**src/rtl/mt9v034_capture.sv**
```systemverilog
// mt9v034_capture: arms on cap_req and captures one complete MT9V034 frame.
// The output is an 8-bit pixel stream tagged with x/y, sof and eol.
// Optional build macro CAP_DECIM_EN enables 2x2 subsampling: even columns of
// even rows are emitted, with halved coordinates.
module mt9v034_capture #(
  parameter int unsigned MAX_COLS = 752,
  parameter int unsigned MAX_ROWS = 480
) (
  input  logic       clk_24M,
  input  logic       reset_n,
  input  logic       cam_fv,
  input  logic       cam_lv,
  input  logic [9:0] cam_dout,
  input  logic       cap_req,
  output logic       busy,
  output logic [7:0] pix_out,
  output logic       pix_valid,
  output logic [9:0] pix_x,
  output logic [8:0] pix_y,
  output logic       sof,
  output logic       eol,
  output logic       frame_done,
  output logic [8:0] rows_seen,
  output logic       err_size
);

  localparam logic [9:0] ColLim = 10'(MAX_COLS);
  localparam logic [9:0] RowLim = 10'(MAX_ROWS);
`ifdef CAP_DECIM_EN
  localparam logic [9:0] LastCol = 10'((MAX_COLS - 1) - ((MAX_COLS - 1) % 2));
`else
  localparam logic [9:0] LastCol = 10'(MAX_COLS - 1);
`endif

  typedef enum logic [1:0] {StIdle, StWaitLow, StWaitHigh, StCapture} state_e;
  state_e state_q, state_d;

  // S1 input stage plus one cycle of history for edge detection.
  logic       fv_q, lv_q, fv_p_q, lv_p_q;
  logic [7:0] dout_q;
  logic       unused_lsbs;
  assign unused_lsbs = ^cam_dout[1:0];

  logic [9:0] col_q, col_d, row_q, row_d;
  logic       sof_pend_q, sof_pend_d;
  // Lookahead hold stage: a pixel waits here until we know if it ends the line.
  logic       hold_valid_q, hold_valid_d, hold_sof_q, hold_sof_d, hold_last_q, hold_last_d;
  logic [7:0] hold_pix_q, hold_pix_d;
  logic [9:0] hold_x_q, hold_x_d;
  logic [8:0] hold_y_q, hold_y_d;
  // Output registers.
  logic       pix_valid_q, pix_valid_d, sof_q, sof_d, eol_q, eol_d;
  logic [7:0] pix_out_q, pix_out_d;
  logic [9:0] pix_x_q, pix_x_d;
  logic [8:0] pix_y_q, pix_y_d;
  logic [1:0] done_sr_q, done_sr_d;
  logic       frame_done_q, frame_done_d, busy_q, busy_d, err_q, err_d;
  logic [8:0] rows_seen_q, rows_seen_d;

  logic       fv_rise, fv_fall, eff_lv, eff_lv_p, accept, capturing;
  logic       pix_in, line_end, in_range, keep, emit, flush;
  logic [9:0] emit_x;
  logic [8:0] emit_y;

  assign fv_rise   = fv_q & ~fv_p_q;
  assign fv_fall   = ~fv_q & fv_p_q;
  // A line also closes when fv drops while lv is still high.
  assign eff_lv    = lv_q & fv_q;
  assign eff_lv_p  = lv_p_q & fv_p_q;
  assign accept    = (state_q == StIdle) & cap_req & ~busy_q;
  // Capture starts in the same cycle fv rises so an immediate lv is not lost.
  assign capturing = (state_q == StCapture) | ((state_q == StWaitHigh) & fv_rise);
  assign pix_in    = capturing & eff_lv;
  assign line_end  = capturing & eff_lv_p & ~eff_lv;
  assign in_range  = (col_q < ColLim) & (row_q < RowLim);
`ifdef CAP_DECIM_EN
  assign keep   = ~col_q[0] & ~row_q[0];
  assign emit_x = {1'b0, col_q[9:1]};
  assign emit_y = row_q[9:1];
`else
  assign keep   = 1'b1;
  assign emit_x = col_q;
  assign emit_y = row_q[8:0];
`endif
  assign emit  = pix_in & in_range & keep;
  assign flush = hold_valid_q & (emit | line_end | hold_last_q);

  // Next-state for FSM, counters, hold stage and output registers.
  always_comb begin
    state_d      = state_q;
    col_d        = col_q;
    row_d        = row_q;
    sof_pend_d   = sof_pend_q;
    hold_valid_d = hold_valid_q;
    hold_sof_d   = hold_sof_q;
    hold_last_d  = hold_last_q;
    hold_pix_d   = hold_pix_q;
    hold_x_d     = hold_x_q;
    hold_y_d     = hold_y_q;
    pix_valid_d  = flush;
    sof_d        = flush & hold_sof_q;
    eol_d        = flush & (hold_last_q | line_end);
    pix_out_d    = pix_out_q;
    pix_x_d      = pix_x_q;
    pix_y_d      = pix_y_q;
    done_sr_d    = {done_sr_q[0], (state_q == StCapture) & fv_fall};
    frame_done_d = done_sr_q[1];
    busy_d       = busy_q;
    err_d        = err_q;
    rows_seen_d  = rows_seen_q;

    unique case (state_q)
      StIdle:     if (accept) state_d = StWaitLow;
      StWaitLow:  if (!fv_q) state_d = StWaitHigh;
      StWaitHigh: if (fv_rise) state_d = StCapture;
      StCapture:  if (fv_fall) state_d = StIdle;
    endcase

    if (accept || state_q == StWaitLow) begin
      col_d      = '0;
      row_d      = '0;
      sof_pend_d = 1'b1;
    end else if (line_end) begin
      col_d = '0;
      if (row_q < RowLim) row_d = row_q + 10'd1;
    end else if (pix_in && col_q < ColLim) begin
      col_d = col_q + 10'd1;
    end

    if (emit) begin
      sof_pend_d   = 1'b0;
      hold_valid_d = 1'b1;
      hold_sof_d   = sof_pend_q;
      hold_last_d  = (col_q == LastCol);
      hold_pix_d   = dout_q;
      hold_x_d     = emit_x;
      hold_y_d     = emit_y;
    end else if (flush) begin
      hold_valid_d = 1'b0;
    end

    if (flush) begin
      pix_out_d = hold_pix_q;
      pix_x_d   = hold_x_q;
      pix_y_d   = hold_y_q;
    end

    if (accept) begin
      busy_d = 1'b1;
      err_d  = 1'b0;
    end else begin
      if (done_sr_q[1]) busy_d = 1'b0;
      if (pix_in && !in_range) err_d = 1'b1;
    end
    if (done_sr_q[1]) rows_seen_d = row_q[8:0];
  end

  // State registers, asynchronously cleared.
  always_ff @(posedge clk_24M or negedge reset_n) begin
    if (!reset_n) begin
      state_q      <= StIdle;
      fv_q         <= 1'b0;
      lv_q         <= 1'b0;
      fv_p_q       <= 1'b0;
      lv_p_q       <= 1'b0;
      dout_q       <= '0;
      col_q        <= '0;
      row_q        <= '0;
      sof_pend_q   <= 1'b0;
      hold_valid_q <= 1'b0;
      hold_sof_q   <= 1'b0;
      hold_last_q  <= 1'b0;
      hold_pix_q   <= '0;
      hold_x_q     <= '0;
      hold_y_q     <= '0;
      pix_valid_q  <= 1'b0;
      sof_q        <= 1'b0;
      eol_q        <= 1'b0;
      pix_out_q    <= '0;
      pix_x_q      <= '0;
      pix_y_q      <= '0;
      done_sr_q    <= '0;
      frame_done_q <= 1'b0;
      busy_q       <= 1'b0;
      err_q        <= 1'b0;
      rows_seen_q  <= '0;
    end else begin
      state_q      <= state_d;
      fv_q         <= cam_fv;
      lv_q         <= cam_lv;
      fv_p_q       <= fv_q;
      lv_p_q       <= lv_q;
      dout_q       <= cam_dout[9:2];
      col_q        <= col_d;
      row_q        <= row_d;
      sof_pend_q   <= sof_pend_d;
      hold_valid_q <= hold_valid_d;
      hold_sof_q   <= hold_sof_d;
      hold_last_q  <= hold_last_d;
      hold_pix_q   <= hold_pix_d;
      hold_x_q     <= hold_x_d;
      hold_y_q     <= hold_y_d;
      pix_valid_q  <= pix_valid_d;
      sof_q        <= sof_d;
      eol_q        <= eol_d;
      pix_out_q    <= pix_out_d;
      pix_x_q      <= pix_x_d;
      pix_y_q      <= pix_y_d;
      done_sr_q    <= done_sr_d;
      frame_done_q <= frame_done_d;
      busy_q       <= busy_d;
      err_q        <= err_d;
      rows_seen_q  <= rows_seen_d;
    end
  end

  assign busy       = busy_q;
  assign pix_out    = pix_out_q;
  assign pix_valid  = pix_valid_q;
  assign pix_x      = pix_x_q;
  assign pix_y      = pix_y_q;
  assign sof        = sof_q;
  assign eol        = eol_q;
  assign frame_done = frame_done_q;
  assign rows_seen  = rows_seen_q;
  assign err_size   = err_q;

endmodule

```
**config.mk**
```make
export PLATFORM = sky130hd
export DESIGN_NAME = mt9v034_capture
export DESIGN_NICKNAME = d
export VERILOG_FILES = /design/src/rtl/mt9v034_capture.sv
export SDC_FILE = /design/constraint.sdc
export NUM_CORES = 1
export LEC_CHECK = 0
export CELL_PAD_IN_SITES_DETAIL_PLACEMENT = 1
export CELL_PAD_IN_SITES_GLOBAL_PLACEMENT = 2
export CORE_UTILIZATION = 35
export DETAILED_ROUTE_END_ITERATION = 6
export PLACE_DENSITY_LB_ADDON = 0.15
export SETUP_SLACK_MARGIN = 0.4
export SYNTH_ARGS = -nofsm -noshare
export SYNTH_HDL_FRONTEND = slang
export SYNTH_SLANG_ARGS = --single-unit
```
**constraint.sdc**
```tcl
create_clock -name clk_24M -period 2.2 [get_ports clk_24M]
set_clock_uncertainty 0.2 [all_clocks]
set_input_delay 0.44 -clock clk_24M [delete_from_list [all_inputs] [get_ports clk_24M]]
set_output_delay 0.44 -clock clk_24M [all_outputs]
set_load 0.1 [all_outputs]
```
==> reports/results.ini <==
[clock_network]
clk-insertion-delay-late_ns=0.35
ctsHtreeMaxLevel=3
clkSlewWorstSetupHoldPaths_ns=0.06
cts_tree=yes
numClockSinks=109
clk_path_buf_depth=2
numCtsBuffers=9
cts.root.buffer_cell=clkbuf_16

[detailed_routing]
num_vias=2942
drc=0
viasPerCell=4.970
ant_nets=0
drt_wl_total_microns=10250
wl_per_cell_microns=17.32
drt_first_iter_violations=108
drtPass1Iterations=4

[final_layout]
postLayoutCoreUtil_pct=51.90
final_common_cell=dfrtp_1
area_delta_synth_final_pct=42.76
diodes=0
fin_area_sq_um=6337
fin_cells=592
drive_gt1_share_pct=50.47
final_cell_mix=dfrtp_1, buf_4, mux2_4, mux2_2, buf_12
finalNetCount=443
fillers=1266

[placement]
port_buffers=54
pre_cts_slack_ns=-0.03750
dp_cells=550
gp_congestion=0.7308
hpwlAfterDp_microns=6533
place_area_sq_um=5515

[setup_path]
cp-end-kind=register
cp_max_fo=6
r2r_setup_slack_ns=0.09
cp_data_arrival_time_ns=2.14
crit_type=register to register
worstPathRequired_ns=2.23
rr_startpoint=state_q[0]
r2r_cells=8
reg2reg_to=pix_y[8]
cp-start-kind=register

[synthesis]
synthCells=314
ys_seq_area_share_pct=61.44
synth_fp_nets=336
synth_flop_cell=dfrtp_1
ys_warn_count=0
synth_enable_flop_cells=0
async_flop_share_pct=100.0
synth.cell_area_sq_um=4439
syn_avg_cell_area_sq_um=14.14
synth.distinct_cells=45
synth-seq-cells=109

[outcome]
outcome=complete, no violations

[floorplan]
initial_utilization_pct=36.35
ios=57
die_area_sq_um=13140
die_y_microns=114.6
coreArea_sq_um=12210
die_x_microns=114.6
num_rows=40

[min_path]
whs_endpoint=done_sr_q[1]
worstHoldPathCells=0
hold_path_startpoint=done_sr_q[0]
hold_path_class=register to register

[grt]
grt.total_usage_pct=17.15
grt_start_max_net_pins=61
grt_pass1_vias=3195
grt_pass1_wl_microns=16930
antenna_found_initial=0
grt.overflow.total=0

[sta]
tightest_slew_ns=0.4563
fmax_mhz=474.5
relSlewSlack_pct=69.58
finalSetupViolCount=0
holdWs_ns=0.1498
rsz0062_at_grt=true
setup_ws_ns=0.09234
finalSetupTns_ns=0
hold_viol_final=0
min_period_over_period_pct=95.80
finalCriticalPeriod_ns=2.108
slew_violations=0

[pwr]
total_power_mw=3.587
vdd_drop_max_v=0.0004044
powerDensity_nw_per_um2=566.0
leakagePower_nw=3.030

[job]
max_cap_viol_count=0

-- synth_stat cells (all sizes together) (2+ instances only) --
| cell type | count | area (sq um) |
|---|---|---|
| a21oi | 15 | 86.34 |
| a41oi | 2 | 25.03 |
| and2 | 2 | 12.51 |
| and3 | 4 | 25.02 |
| and4 | 3 | 28.78 |
| buf | 7 | 65.06 |
| clkbuf | 4 | 16.26 |
| dfrtp | 109 | 2728 |
| ha | 7 | 87.58 |
| inv | 7 | 26.28 |
| mux2 | 66 | 780.7 |
| mux2i | 2 | 20.02 |
| nand2 | 17 | 63.81 |
| nand2b | 4 | 25.02 |
| nand3 | 7 | 35.03 |
| nand3b | 2 | 15.01 |
| nand4 | 5 | 31.28 |
| nor2 | 8 | 30.03 |
| nor2b | 2 | 12.51 |
| nor4 | 3 | 18.77 |
| o21a | 5 | 45.04 |
| o21ai | 7 | 38.79 |
| o31ai | 6 | 45.04 |
| or3 | 3 | 18.77 |
| or4 | 6 | 45.04 |
| xor2 | 2 | 17.52 |
-- power by group --
| part | internal (mW) | switching [mW] |
|---|---|---|
| clock | 0.818 | 0.671 |
| combinational | 0.0288 | 0.0481 |
| sequential | 2.01 | 0.00681 |
-- final cells by class --
class                      instances  area [sq um]  area share [%]
clock buffer                      13         260.3           4.107
clock inverter                     1         7.507          0.1185
inverter                           7         26.28          0.4146
multi-input combinational        187          1937           30.56
sequential                       109          2734           43.14
tap                              168         210.2           3.317
timing repair buffer             107          1162           18.34
-- critical path, cell delays in order (launching register included) --
cell	delay, ns
dfrtp_2	0.43
buf_6	0.13
ha_4	0.16
and3_4	0.19
a21oi_4	0.15
o32ai_4	0.11
buf_12	0.16
clkbuf_16	0.16
mux2_4	0.29
-- repair_timing --
item,CTS,global route
gates cloned,3,2
pin swaps,4,16
hold endpoints to repair,13,0
setup endpoints to repair,76,82
gates resized for setup,20,34
hold buffers,1,0
setup buffers,14,8
-- registers in the layout, indices dropped and copies added (netlist names), 2 cells and up --
register / count
dout_q: 8
col_q: 10
hold_x_q: 10
hold_pix_q: 8
done_sr_q: 2
hold_y_q: 9
pix_x: 10
state_q: 2
rows_seen: 9
pix_out: 8
pix_y: 9
row_q: 10
-- worst max path at each step --
| stage | slack (ns) | cells past startpoint | startpoint | end |
|---|---|---|---|---|
| finish | 0.09 | 8 | state_q[0] | pix_y[8] |
| detailed placement | -0.04 | 7 | state_q[0] | pix_y[0] |
| floorplan | 0.12 | 8 | state_q[1] | pix_out[0] |
| global route | 0.04 | 8 | state_q[0] | pix_y[1] |
| CTS | 0.04 | 8 | state_q[0] | pix_y[1] |
| global placement | 0.01 | 7 | state_q[0] | pix_y[0] |
-- metal layers --
layer	routed length, microns	track usage, %	vias up
met3	410	5.082	12
met1	4549	21.67	1532
li1	-	-	1344
met5	0	0	-
met4	129	5.887	0
met2	5164	28.04	54
-- kinds of logic (layout without fill, tap and decap cells) --
family | after synthesis | in the layout | synth area share (%)
simple gates | 69 | 69 | 8.737
compound gates | 40 | 40 | 6.793
flops | 109 | 109 | 61.44
buf+inv | 18 | 128 | 2.424
fa+ha+maj | 7 | 7 | 1.973
mux | 68 | 68 | 18.04
xor+xnor | 3 | 3 | 0.5920
Power figures use the tool's default switching activity.
